## src/rtl/seg_scan_ctrl_if.sv

```systemverilog
// Requester/display bus for seg_scan_ctrl.
// master: digit requester side (drives enable, nibbles, decimal points).
// slave : scan controller side (drives decoder index/enable and segment data).
interface seg_scan_ctrl_if #(
   parameter int NUM_DIGITS = 4
);
   logic                    enable;
   logic [4*NUM_DIGITS-1:0] digits_i;
   logic [NUM_DIGITS-1:0]   dp_i;
   logic [3:0]              dec_in;
   logic                    dec_enable;
   logic [3:0]              nibble_o;
   logic                    dp_o;
   logic                    frame_o;

   modport master (
      output enable, digits_i, dp_i,
      input  dec_in, dec_enable, nibble_o, dp_o, frame_o
   );

   modport slave (
      input  enable, digits_i, dp_i,
      output dec_in, dec_enable, nibble_o, dp_o, frame_o
   );
endinterface

```

## src/rtl/seg_scan_ctrl.sv

```systemverilog
// Time-multiplexed 7-segment scan controller.
// Rotates through NUM_DIGITS slots of DIV cycles each; the first BLANK cycles
// of every slot keep the decoder disabled to suppress ghosting. Digit data is
// snapshotted at frame boundaries so a frame never shows a mix of old and new.
// Optional macro LEADING_ZERO_BLANK_EN: keeps the decoder disabled in slots
// holding leading zeros (digit 0 is always shown).
module seg_scan_ctrl #(
   parameter int NUM_DIGITS = 4,
   parameter int DIV        = 50000,
   parameter int BLANK      = 16
) (
   input  logic           clk,
   input  logic           rst_n,
   seg_scan_ctrl_if.slave bus
);
   localparam int CW = $clog2(DIV);

   typedef enum logic {IDLE, ACTIVE} state_t;

   state_t                  state_q;
   logic [CW-1:0]           cnt_q;
   logic [3:0]              idx_q;
   logic [4*NUM_DIGITS-1:0] shd_dig_q;
   logic [NUM_DIGITS-1:0]   shd_dp_q;

   logic        active, slot_end, last_idx, frame_end, drive_ph;
   logic [15:0][3:0] dig16;
   logic [15:0] dp16, supp16;

   assign active    = (state_q == ACTIVE);
   assign slot_end  = (cnt_q == CW'(DIV-1));
   assign last_idx  = (idx_q == 4'(NUM_DIGITS-1));
   assign frame_end = active && slot_end && last_idx;

   // Drive phase covers the slot after the blanking interval.
   generate
      if (BLANK == 0) begin : g_noblank
         assign drive_ph = 1'b1;
      end else begin : g_blank
         assign drive_ph = (cnt_q >= CW'(BLANK));
      end
   endgenerate

`ifdef LEADING_ZERO_BLANK_EN
   logic                  load;
   logic                  zrun;
   logic [NUM_DIGITS-1:0] supp_d, supp_q;

   assign load = bus.enable && (!active || frame_end);

   // Suppress digit k (k>0) when it and every more-significant digit is zero.
   always_comb begin
      zrun   = 1'b1;
      supp_d = '0;
      for (int k = NUM_DIGITS-1; k >= 0; k--) begin
         zrun      = zrun & (bus.digits_i[4*k +: 4] == 4'd0);
         supp_d[k] = zrun & (k != 0);
      end
   end

   // Mask is captured together with the shadow snapshot.
   always_ff @(posedge clk or negedge rst_n) begin
      if (!rst_n)    supp_q <= '0;
      else if (load) supp_q <= supp_d;
   end
`endif

   // Zero-padded 16-entry views so the 4-bit index can select directly.
   always_comb begin
      dig16  = '0;
      dp16   = '0;
      supp16 = '0;
      for (int k = 0; k < NUM_DIGITS; k++) begin
         dig16[k] = shd_dig_q[4*k +: 4];
         dp16[k]  = shd_dp_q[k];
`ifdef LEADING_ZERO_BLANK_EN
         supp16[k] = supp_q[k];
`endif
      end
   end

   // Scan FSM: slot counter, digit index and frame-boundary snapshot.
   always_ff @(posedge clk or negedge rst_n) begin
      if (!rst_n) begin
         state_q   <= IDLE;
         cnt_q     <= '0;
         idx_q     <= '0;
         shd_dig_q <= '0;
         shd_dp_q  <= '0;
      end else begin
         case (state_q)
            IDLE: begin
               if (bus.enable) begin
                  state_q   <= ACTIVE;
                  cnt_q     <= '0;
                  idx_q     <= '0;
                  shd_dig_q <= bus.digits_i;
                  shd_dp_q  <= bus.dp_i;
               end
            end
            ACTIVE: begin
               if (!bus.enable) begin
                  state_q <= IDLE;
                  cnt_q   <= '0;
                  idx_q   <= '0;
               end else if (slot_end) begin
                  cnt_q <= '0;
                  if (last_idx) begin
                     idx_q     <= '0;
                     shd_dig_q <= bus.digits_i;
                     shd_dp_q  <= bus.dp_i;
                  end else begin
                     idx_q <= idx_q + 4'd1;
                  end
               end else begin
                  cnt_q <= cnt_q + CW'(1);
               end
            end
            default: state_q <= IDLE;
         endcase
      end
   end

   // Moore output decode; everything is quiet while idle.
   assign bus.dec_in     = active ? idx_q : 4'd0;
   assign bus.dec_enable = active && drive_ph && !supp16[idx_q];
   assign bus.nibble_o   = active ? dig16[idx_q] : 4'd0;
   assign bus.dp_o       = active && dp16[idx_q];
   assign bus.frame_o    = frame_end;
endmodule
```

## src/flat_wrapper.sv

```systemverilog
// flat-port wrapper written by rule: the top's interface ports become plain ports
module seg_scan_ctrl_flat 
#(
   parameter int NUM_DIGITS = 4,
   parameter int DIV        = 50000,
   parameter int BLANK      = 16
)
  (clk, rst_n, bus_enable, bus_digits_i, bus_dp_i, bus_dec_in, bus_dec_enable, bus_nibble_o, bus_dp_o, bus_frame_o);
  seg_scan_ctrl_if #(.NUM_DIGITS(NUM_DIGITS)) bus_i ();
  input  logic clk;
  input  logic rst_n;
  input wire logic [$bits(bus_i.enable)-1:0] bus_enable;
  input wire logic [$bits(bus_i.digits_i)-1:0] bus_digits_i;
  input wire logic [$bits(bus_i.dp_i)-1:0] bus_dp_i;
  output wire logic [$bits(bus_i.dec_in)-1:0] bus_dec_in;
  output wire logic [$bits(bus_i.dec_enable)-1:0] bus_dec_enable;
  output wire logic [$bits(bus_i.nibble_o)-1:0] bus_nibble_o;
  output wire logic [$bits(bus_i.dp_o)-1:0] bus_dp_o;
  output wire logic [$bits(bus_i.frame_o)-1:0] bus_frame_o;
  assign bus_i.enable = bus_enable;
  assign bus_i.digits_i = bus_digits_i;
  assign bus_i.dp_i = bus_dp_i;
  assign bus_dec_in = bus_i.dec_in;
  assign bus_dec_enable = bus_i.dec_enable;
  assign bus_nibble_o = bus_i.nibble_o;
  assign bus_dp_o = bus_i.dp_o;
  assign bus_frame_o = bus_i.frame_o;
  seg_scan_ctrl #(.NUM_DIGITS(NUM_DIGITS), .DIV(DIV), .BLANK(BLANK)) u_core (.clk(clk), .rst_n(rst_n), .bus(bus_i));
endmodule
```

## config.mk

```make
export PLATFORM = sky130hd
export DESIGN_NAME = seg_scan_ctrl_flat
export DESIGN_NICKNAME = d
export VERILOG_FILES = /design/src/rtl/seg_scan_ctrl_if.sv /design/src/rtl/seg_scan_ctrl.sv /design/src/flat_wrapper.sv
export SDC_FILE = /design/constraint.sdc
export NUM_CORES = 1
export LEC_CHECK = 0
export CORE_MARGIN = 5
export CORE_UTILIZATION = 60
export DETAILED_ROUTE_END_ITERATION = 8
export GPL_TIMING_DRIVEN = 0
export PLACE_DENSITY = 0.85
export SLEW_MARGIN = 20
export SYNTH_ARGS = -nofsm -noshare
export SYNTH_HDL_FRONTEND = slang
export SYNTH_SLANG_ARGS = --single-unit
```

## constraint.sdc

```tcl
create_clock -name clk -period 6.2 [get_ports clk]
set_clock_uncertainty 0.2 [all_clocks]
set_input_delay 0.62 -clock clk [delete_from_list [all_inputs] [get_ports clk]]
set_output_delay 0.62 -clock clk [all_outputs]
set_load 0.005 [all_outputs]
```

* Word-level counts from Yosys, hierarchy flattened *
Memories as Yosys holds them, arrays and structs flattened.
Cells that the tools add are included.

word-level totals
  bits in registers = 41
  bits of input ports = 23
  word-level logic and storage cells = 53
  output and inout bits = 11
  bits in read-only memories = 16
  memories = 1

memory list
  name              words  bits a word  rd ports  clocked after Yosys merged registers in  write ports  RTL line              source
  (name not given)  16     1            1         0                                        0            seg_scan_ctrl.sv:126  assign bus.dec_enable = active && drive_ph && !supp16[idx_q];

operators by class
  reductions and logical operators = 8
  add/sub/neg operators = 2
  mux-type cells = 27
  bitwise logic cells = 1
  $lt $le $gt $ge = 2
  equality and inequality tests = 7

operators with widths
  cell                   count
  $mux 16                7
  $pmux 16 s2            2
  $mux 4                 11
  $add 16x1->16 const B  1
  $bmux 4 s4             1
  $eq 16x16->1 const B   1
  $ge 16x5->1 const B    1
  $pmux 4 s2             2
  $ne 2x2->1 const B     4
  $logic_and 1x1->1      5
  $lt 4x5->1 const B     1
  $add 4x1->4 const B    1
  $bmux 1 s4             1
  $eq 4x2->1 const B     1
  $reduce_and 4->1       1
  $mux 1                 3
  $ne 3x3->1 const B     1
  $reduce_and 2->1       1
  $logic_not 1->1        1
  $not 1->1              1

* Depth between registers and ports, before layout *
Gate-level depths: netlist of run 1.

  depth after elaboration = 5
  mapped depth = 6
  mapped depth without buffers = 5

* Least setup slack after synthesis of run 1 *
Ideal clock, no wire load.

  kind = reg-to-output
  start = reg u_core.cnt_q[10]
  end = out bus_frame_o
  arrival = 1741 ps
  buffers on the path = 1
  cell stages (with the launch flop) = 5
  data required time = 5380 ps
  setup slack = 3639 ps
  cells stage by stage = dfrtp_1 -> or4_4 -> nor4_4 -> buf_4 -> and3_1

between the ends
  longest elaborated chain between the ends = 3

RTL lines
  element                          RTL line              source
  start, declared                  seg_scan_ctrl.sv:21   logic [CW-1:0] cnt_q;
  start signal, assigned           seg_scan_ctrl.sv:116  cnt_q <= cnt_q + CW'(1);
  $eq 16x16->1                     seg_scan_ctrl.sv:31   assign slot_end = (cnt_q == CW'(DIV-1));
  $logic_and 1x1->1 (2 in series)  seg_scan_ctrl.sv:33   assign frame_end = active && slot_end && last_idx;
  end, declared                    flat_wrapper.sv:19    output wire logic [$bits(bus_i.frame_o)-1:0] bus_frame_o;

Every way passes these cells.

* Worst setup path in the final report of run 1 *
  start = reg u_core.cnt_q[7]
  end = out bus_frame_o

Same word-level chain as after synthesis.

==> flow_metrics.env, run 1 <==
export IMPL_initial_core_util=0.624
export IMPL_synth_fp_nets=333
export IMPL_chipHeight_um=77.5
export IMPL_maxCapViolations=0
export IMPL_clock_root_buffer="clkbuf_8"
export IMPL_ys_ff_latch=41
export IMPL_finalHoldViolations=0
export IMPL_rsz0062_at_grt="false"
export IMPL_grt_usage=0.257
export IMPL_worst_endpoint_arrival_ns=2.78
export IMPL_drt_total_wl_um=7460
export IMPL_clk_pin_slew_ns=0.08
export IMPL_cts_inserted_buffers=5
export IMPL_synth_top_area_share=0.375
export IMPL_crit_path_start_kind="flip-flop"
export IMPL_r2r_end="u_core.idx_q[1]"
export IMPL_cts_setup_buffers=0
export IMPL_crit_chain="or4_4 -> nor4_4 -> buf_4 -> and3_1 -> clkdlybuf4s50_1"
export IMPL_final_net_count=374
export IMPL_htreeDepth=2
export IMPL_portBuffers=33
export IMPL_async_flop_share=1.00
export IMPL_tightest_slew_ns=0.744
export IMPL_wire_per_inst_um=18.6
export IMPL_chipWidth_um=77.5
export IMPL_gr_total_overflow=0
export IMPL_dp_hpwl_um=5230
export IMPL_first_pass_iters=4
export IMPL_layout_common_cells="41 x dfrtp_1, 32 x clkdlybuf4s50_1, 31 x nand3_1, 28 x nand4_1, 22 x nor2b_1"
export IMPL_path_class="flip-flop to primary output"
export IMPL_ios=34
export IMPL_slew_viol_final=0
export IMPL_tritoncts="yes"
export IMPL_drt_first_iter_violations=336
export IMPL_status="completed"
export IMPL_power_density_nw_per_um2=189
export IMPL_stdcell_count=401
export IMPL_ys_warn_count=0
export IMPL_hold_path_class="input port to async pin"
export IMPL_antenna_found_initial=0
export IMPL_num_vias=2782
export IMPL_synth_area_sq_um=2740
export IMPL_globalplace_congestion=0.875
export IMPL_slew_headroom=0.500
export IMPL_cts_hold_repair_buffers=0
export IMPL_synth_edf_count=0
export IMPL_clk_latency_ns=0.30
export IMPL_synth_distinct_cells=43
export IMPL_yosysTopAreaCell="dfrtp_1"
export IMPL_final_common_cell="dfrtp_1"
export IMPL_cp_max_fo=10
export IMPL_ys_top_cells_by_area="dfrtp_1 37%, nand4_1 6.4%, nand3_1 5.7%, nor2b_1 5.0%, o211ai_1 4.7%"
export IMPL_cts_sinks=41
export IMPL_drc_errors=0
export IMPL_slowest_delay_ns=0.59
export IMPL_dp_slack_ns=2.95
export IMPL_ys_seq_area_frac=0.375
export IMPL_grt_max_degree=28
export IMPL_cp_required_ns=5.38
export IMPL_leakagePower_uw=0.00124
export IMPL_setup_violations=0
export IMPL_finalWorstSetupSlack_ns=2.60
export IMPL_crit_buf_inv=2
export IMPL_period_minus_slack_ns=3.60
export IMPL_fin_hold_ws_ns=0.0225
export IMPL_row_count=24
export IMPL_finalSetupTns_ns=0
export IMPL_grt_pass1_vias=2693
export IMPL_antennaDiodeCount=0
export IMPL_core_sq_um=4380
export IMPL_synthCells=307
export IMPL_timing_rr_start="u_core.cnt_q[7]"
export IMPL_area_growth_pct=18.7
export IMPL_routed_via_density=6.94
export IMPL_ant_nets=0
export IMPL_worst_r2r_path_depth=5
export IMPL_die_area_sq_um=6010
export IMPL_final_util=0.741
export IMPL_grt_pass1_wl_um=12800
export IMPL_ir_drop_mv=0.111
export IMPL_clockBufferDepth=2
export IMPL_end_kind="primary output"
export IMPL_rrSetupSlack_ns=3.71
export IMPL_avgSynthCellArea_sq_um=8.92
export IMPL_cpMaxStageDelayCell="or4_4"
export IMPL_placed_cells=393
export IMPL_synthFlopType="dfrtp_1"
export IMPL_fillers=345
export IMPL_fmax_ghz=0.278
export IMPL_cts_resized=0
export IMPL_crit_family="simple AND/OR/NAND/NOR gates"
export IMPL_final_layout_size_suffix_gt1_frac=0.0860
export IMPL_fin_crit_sh=0.580
routing by layer:
metal	vias to the layer above	wire (um)	GRT usage
li1	1264	-	-
met1	1347	3270	0.367
met4	0	76	0.0859
met5	-	0	0
met2	156	3440	0.391
met3	15	664	0.0532
power breakdown:
part | internal [uW] | switching, uW
logic | 55.4 | 50.7
clock network | 101 | 97.9
registers | 288 | 20.3
total | 444 | 169
how the worst max path moves through the flow:
stage / to / depth (start not counted) / start
CTS: bus_frame_o / 5 / u_core.cnt_q[7]
global placement: bus_frame_o / 5 / u_core.cnt_q[10]
floorplan: bus_frame_o / 4 / u_core.cnt_q[10]
finish: bus_frame_o / 5 / u_core.cnt_q[7]
global route: bus_frame_o / 5 / u_core.cnt_q[10]
detailed placement: bus_frame_o / 5 / u_core.cnt_q[7]
final cells by class:
type                       instances  area (sq um)  share of cell area
inverter                           3          11.3             0.00347
clock inverter                     1          5.00             0.00154
multi-input combinational        233          1560               0.481
clock buffer                       7          96.3              0.0296
timing repair buffer              34           345               0.106
sequential                        41          1030               0.316
buffer                            30           139              0.0427
tap                               52          65.1              0.0200
cell usage after synthesis (4+ instances only):
cell / instances
dfrtp_1: 41
nand3_1: 31
nand4_1: 28
nor2b_1: 22
clkbuf_1: 21
a21oi_1: 20
o211ai_1: 17
nand2_1: 16
nor4_1: 10
and3_1: 9
a21o_1: 7
o21ai_0: 7
nor2_1: 6
and2_1: 5
mux4_2: 5
o31ai_1: 5
o21a_1: 4
o311ai_0: 4
or3_1: 4
cell families (layout without fill, tap and decap cells):
family	Yosys count	in the layout	synth area share
compound gates	76	76	0.194
xor+xnor	2	2	0.00640
fa+ha+maj	3	3	0.0137
simple gates	146	146	0.312
buf+inv	33	75	0.0548
mux	6	6	0.0448
flops	41	41	0.375
flip-flops by register name (all words and copies together) (netlist names):
| register | count |
|---|---|
| u_core.shd_dig_q | 16 |
| u_core.active | 1 |
| u_core.cnt_q | 16 |
| u_core.shd_dp_q | 4 |
| u_core.idx_q | 4 |
through the flow:
step | total power [uW] | cell area (sq um)
after floorplan | 366 | 2740
after detailed placement | 417 | 3150
after global routing | 643 | 3250
after CTS | 613 | 3250
after global placement | 410 | 3130
final | 613 | 3250
(Power assumes the default switching activity.)
==> run 2, diff against run 1 <==
--- a/config.mk
+++ b/config.mk
@@ -6,10 +6,10 @@
 export NUM_CORES = 1
 export LEC_CHECK = 0
 export CORE_MARGIN = 5
-export CORE_UTILIZATION = 60
+export CORE_UTILIZATION = 50
 export DETAILED_ROUTE_END_ITERATION = 8
 export GPL_TIMING_DRIVEN = 0
-export PLACE_DENSITY = 0.85
+export PLACE_DENSITY = 0.76
 export SLEW_MARGIN = 20
 export SYNTH_ARGS = -nofsm -noshare
 export SYNTH_HDL_FRONTEND = slang
==> constraint.sdc (replaced) <==
create_clock -name clk -period 3.05 [get_ports clk]
set_clock_uncertainty 0.2 [all_clocks]
set_input_delay 0.305 -clock clk [delete_from_list [all_inputs] [get_ports clk]]
set_output_delay 0.305 -clock clk [all_outputs]
set_load 0.005 [all_outputs]
==> flow_metrics.env, run 2 (synthesis gave the netlist of run 1 again) <==
export IMPL_path_class="flip-flop to primary output"
export IMPL_maxCapViolations=0
export IMPL_ant_nets=0
export IMPL_dp_slack_ns=0.123
export IMPL_grt_usage=0.210
export IMPL_slew_headroom=0.503
export IMPL_period_minus_slack_ns=2.94
export IMPL_grt_use_met1=0.315
export IMPL_chipHeight_um=84.0
export IMPL_cp_max_fo=6
export IMPL_register_area_sq_um=1030
export IMPL_slowest_delay_ns=0.55
export IMPL_end_kind="primary output"
export IMPL_leakagePower_uw=0.00126
export IMPL_stdcell_count=426
export IMPL_num_vias=2683
export IMPL_drt_total_wl_um=7140
export IMPL_cp_required_ns=2.54
export IMPL_grt_pass1_vias=2514
export IMPL_worst_endpoint_arrival_ns=2.43
export IMPL_slew_viol_final=0
export IMPL_drt_first_iter_violations=332
export IMPL_fillers=474
export IMPL_cts_inserted_buffers=5
export IMPL_area_growth_pct=21.4
export IMPL_routed_via_density=6.30
export IMPL_final_common_cell="dfrtp_1"
export IMPL_clock_root_buffer="clkbuf_8"
export IMPL_cts_sinks=41
export IMPL_power_share_clock=0.301
export IMPL_final_net_count=380
export IMPL_layout_common_cells="39 x dfrtp_1, 32 x clkdlybuf4s50_1, 31 x nand3_1, 28 x nand4_1"
export IMPL_setup_violations=0
export IMPL_htreeDepth=2
export IMPL_grt_busiest_layer="met1"
export IMPL_row_count=27
export IMPL_final_layout_size_suffix_gt1_frac=0.107
export IMPL_clk_latency_ns=0.29
export IMPL_die_area_sq_um=7060
export IMPL_placed_cells=413
export IMPL_hold_path_class="input port to async pin"
export IMPL_tightest_slew_ns=0.738
export IMPL_ir_drop_mv=0.294
export IMPL_switching_power_uw=319
export IMPL_antenna_found_initial=0
export IMPL_power_density_nw_per_um2=360
export IMPL_core_sq_um=5410
export IMPL_status="completed"
export IMPL_gr_usage_met3=0.0385
export IMPL_fmax_ghz=0.341
export IMPL_antennaDiodeCount=0
export IMPL_rsz0062_at_grt="false"
export IMPL_dp_hpwl_um=4940
export IMPL_crit_buf_inv=2
export IMPL_finalWorstSetupSlack_ns=0.114
export IMPL_multi_input_area_sq_um=1570
export IMPL_initial_core_util=0.506
export IMPL_grt_pass1_wl_um=12400
export IMPL_crit_chain="or4_4 -> nor4_4 -> buf_6 -> and3_1 -> clkdlybuf4s50_1"
export IMPL_drc_errors=0
export IMPL_grtUsageMet2=0.310
export IMPL_chipWidth_um=84.0
export IMPL_ios=34
export IMPL_grt_max_degree=30
export IMPL_wire_per_inst_um=16.8
export IMPL_cpMaxStageDelayCell="or4_4"
export IMPL_globalplace_congestion=0.846
export IMPL_p_comb_frac=0.177
export IMPL_top_regs="u_core.cnt_q: 16 flops, u_core.shd_dig_q: 16 flops"
export IMPL_fin_crit_sh=0.963
export IMPL_clk_pin_slew_ns=0.08
export IMPL_first_pass_iters=5
export IMPL_crit_family="simple AND/OR/NAND/NOR gates"
export IMPL_seqPwrFrac=0.522
export IMPL_clockBufferDepth=2
export IMPL_internal_power_uw=879
export IMPL_gr_total_overflow=0
export IMPL_tritoncts="yes"
export IMPL_portBuffers=33
export IMPL_crit_path_start_kind="flip-flop"
export IMPL_finalSetupTns_ns=0
export IMPL_finalHoldViolations=0
export IMPL_switching_share=0.266
==> run 2: path summary, 6_finish.rpt <==
| check | depth (start not counted) | from | end | slack [ns] |
|---|---|---|---|---|
| worst max-delay path | 5 | u_core.cnt_q[5] | bus_frame_o | 0.11 |
| worst min-delay path | 2 | rst_n | u_core.shd_dig_q[3] | 0.26 |
| worst max register to register | 7 | u_core.cnt_q[5] | u_core.idx_q[1] | 0.61 |
| worst min register to register | 1 | u_core.cnt_q[7] | u_core.cnt_q[7] | 0.34 |
| max in group asynchronous | 3 | rst_n | u_core.cnt_q[7] | 1.91 |
| min in group clk | 1 | bus_enable | u_core.active | 0.33 |
==> run 2: area by class of cell <==
cell class                 instances  share of cell area
multi-input combinational        233               0.472
tap                               72              0.0271
timing repair buffer              41               0.120
clock buffer                       7              0.0260
sequential                        41               0.309
inverter                           3             0.00339
buffer                            29              0.0418
==> run 2: power by group through the flow <==
stage               sequential [uW]  clock [uW]  combinational [uW]
detailed placement              633           0                 209
global route                    631         392                 237
floorplan                       619           0                 126
finish                          625         361                 212
CTS                             623         372                 211
global placement                633           0                 202
==> run 2: routing by layer <==
layer	routed length, um	vias to the layer above
met3	540	9
met1	3360	1275
met2	3150	125
li1	-	1274
met4	85	0
met5	0	-
==> run 2: repair_timing <==
action                                  4_1_cts  5_1_grt
hold buffers                                  1        0
pin swaps                                     1        2
buffers inserted                              1        5
endpoints found under the hold margin        12        0
gates resized for setup                       0        5
endpoints found under the setup margin        1        1
==> run 2: stage by stage <==
| step | hold slack, ns | area (sq um) | total power [uW] | utilization |
|---|---|---|---|---|
| finish | 0.262 | 3320 | 1200 | 0.615 |
| global route | 0.279 | 3320 | 1260 | 0.615 |
| CTS | 0.247 | 3280 | 1210 | 0.606 |
| detailed placement | 0.0260 | 3170 | 842 | 0.587 |
| global placement | 0.321 | 3160 | 835 | 0.584 |
| floorplan | -0.191 | 2740 | 745 | - |
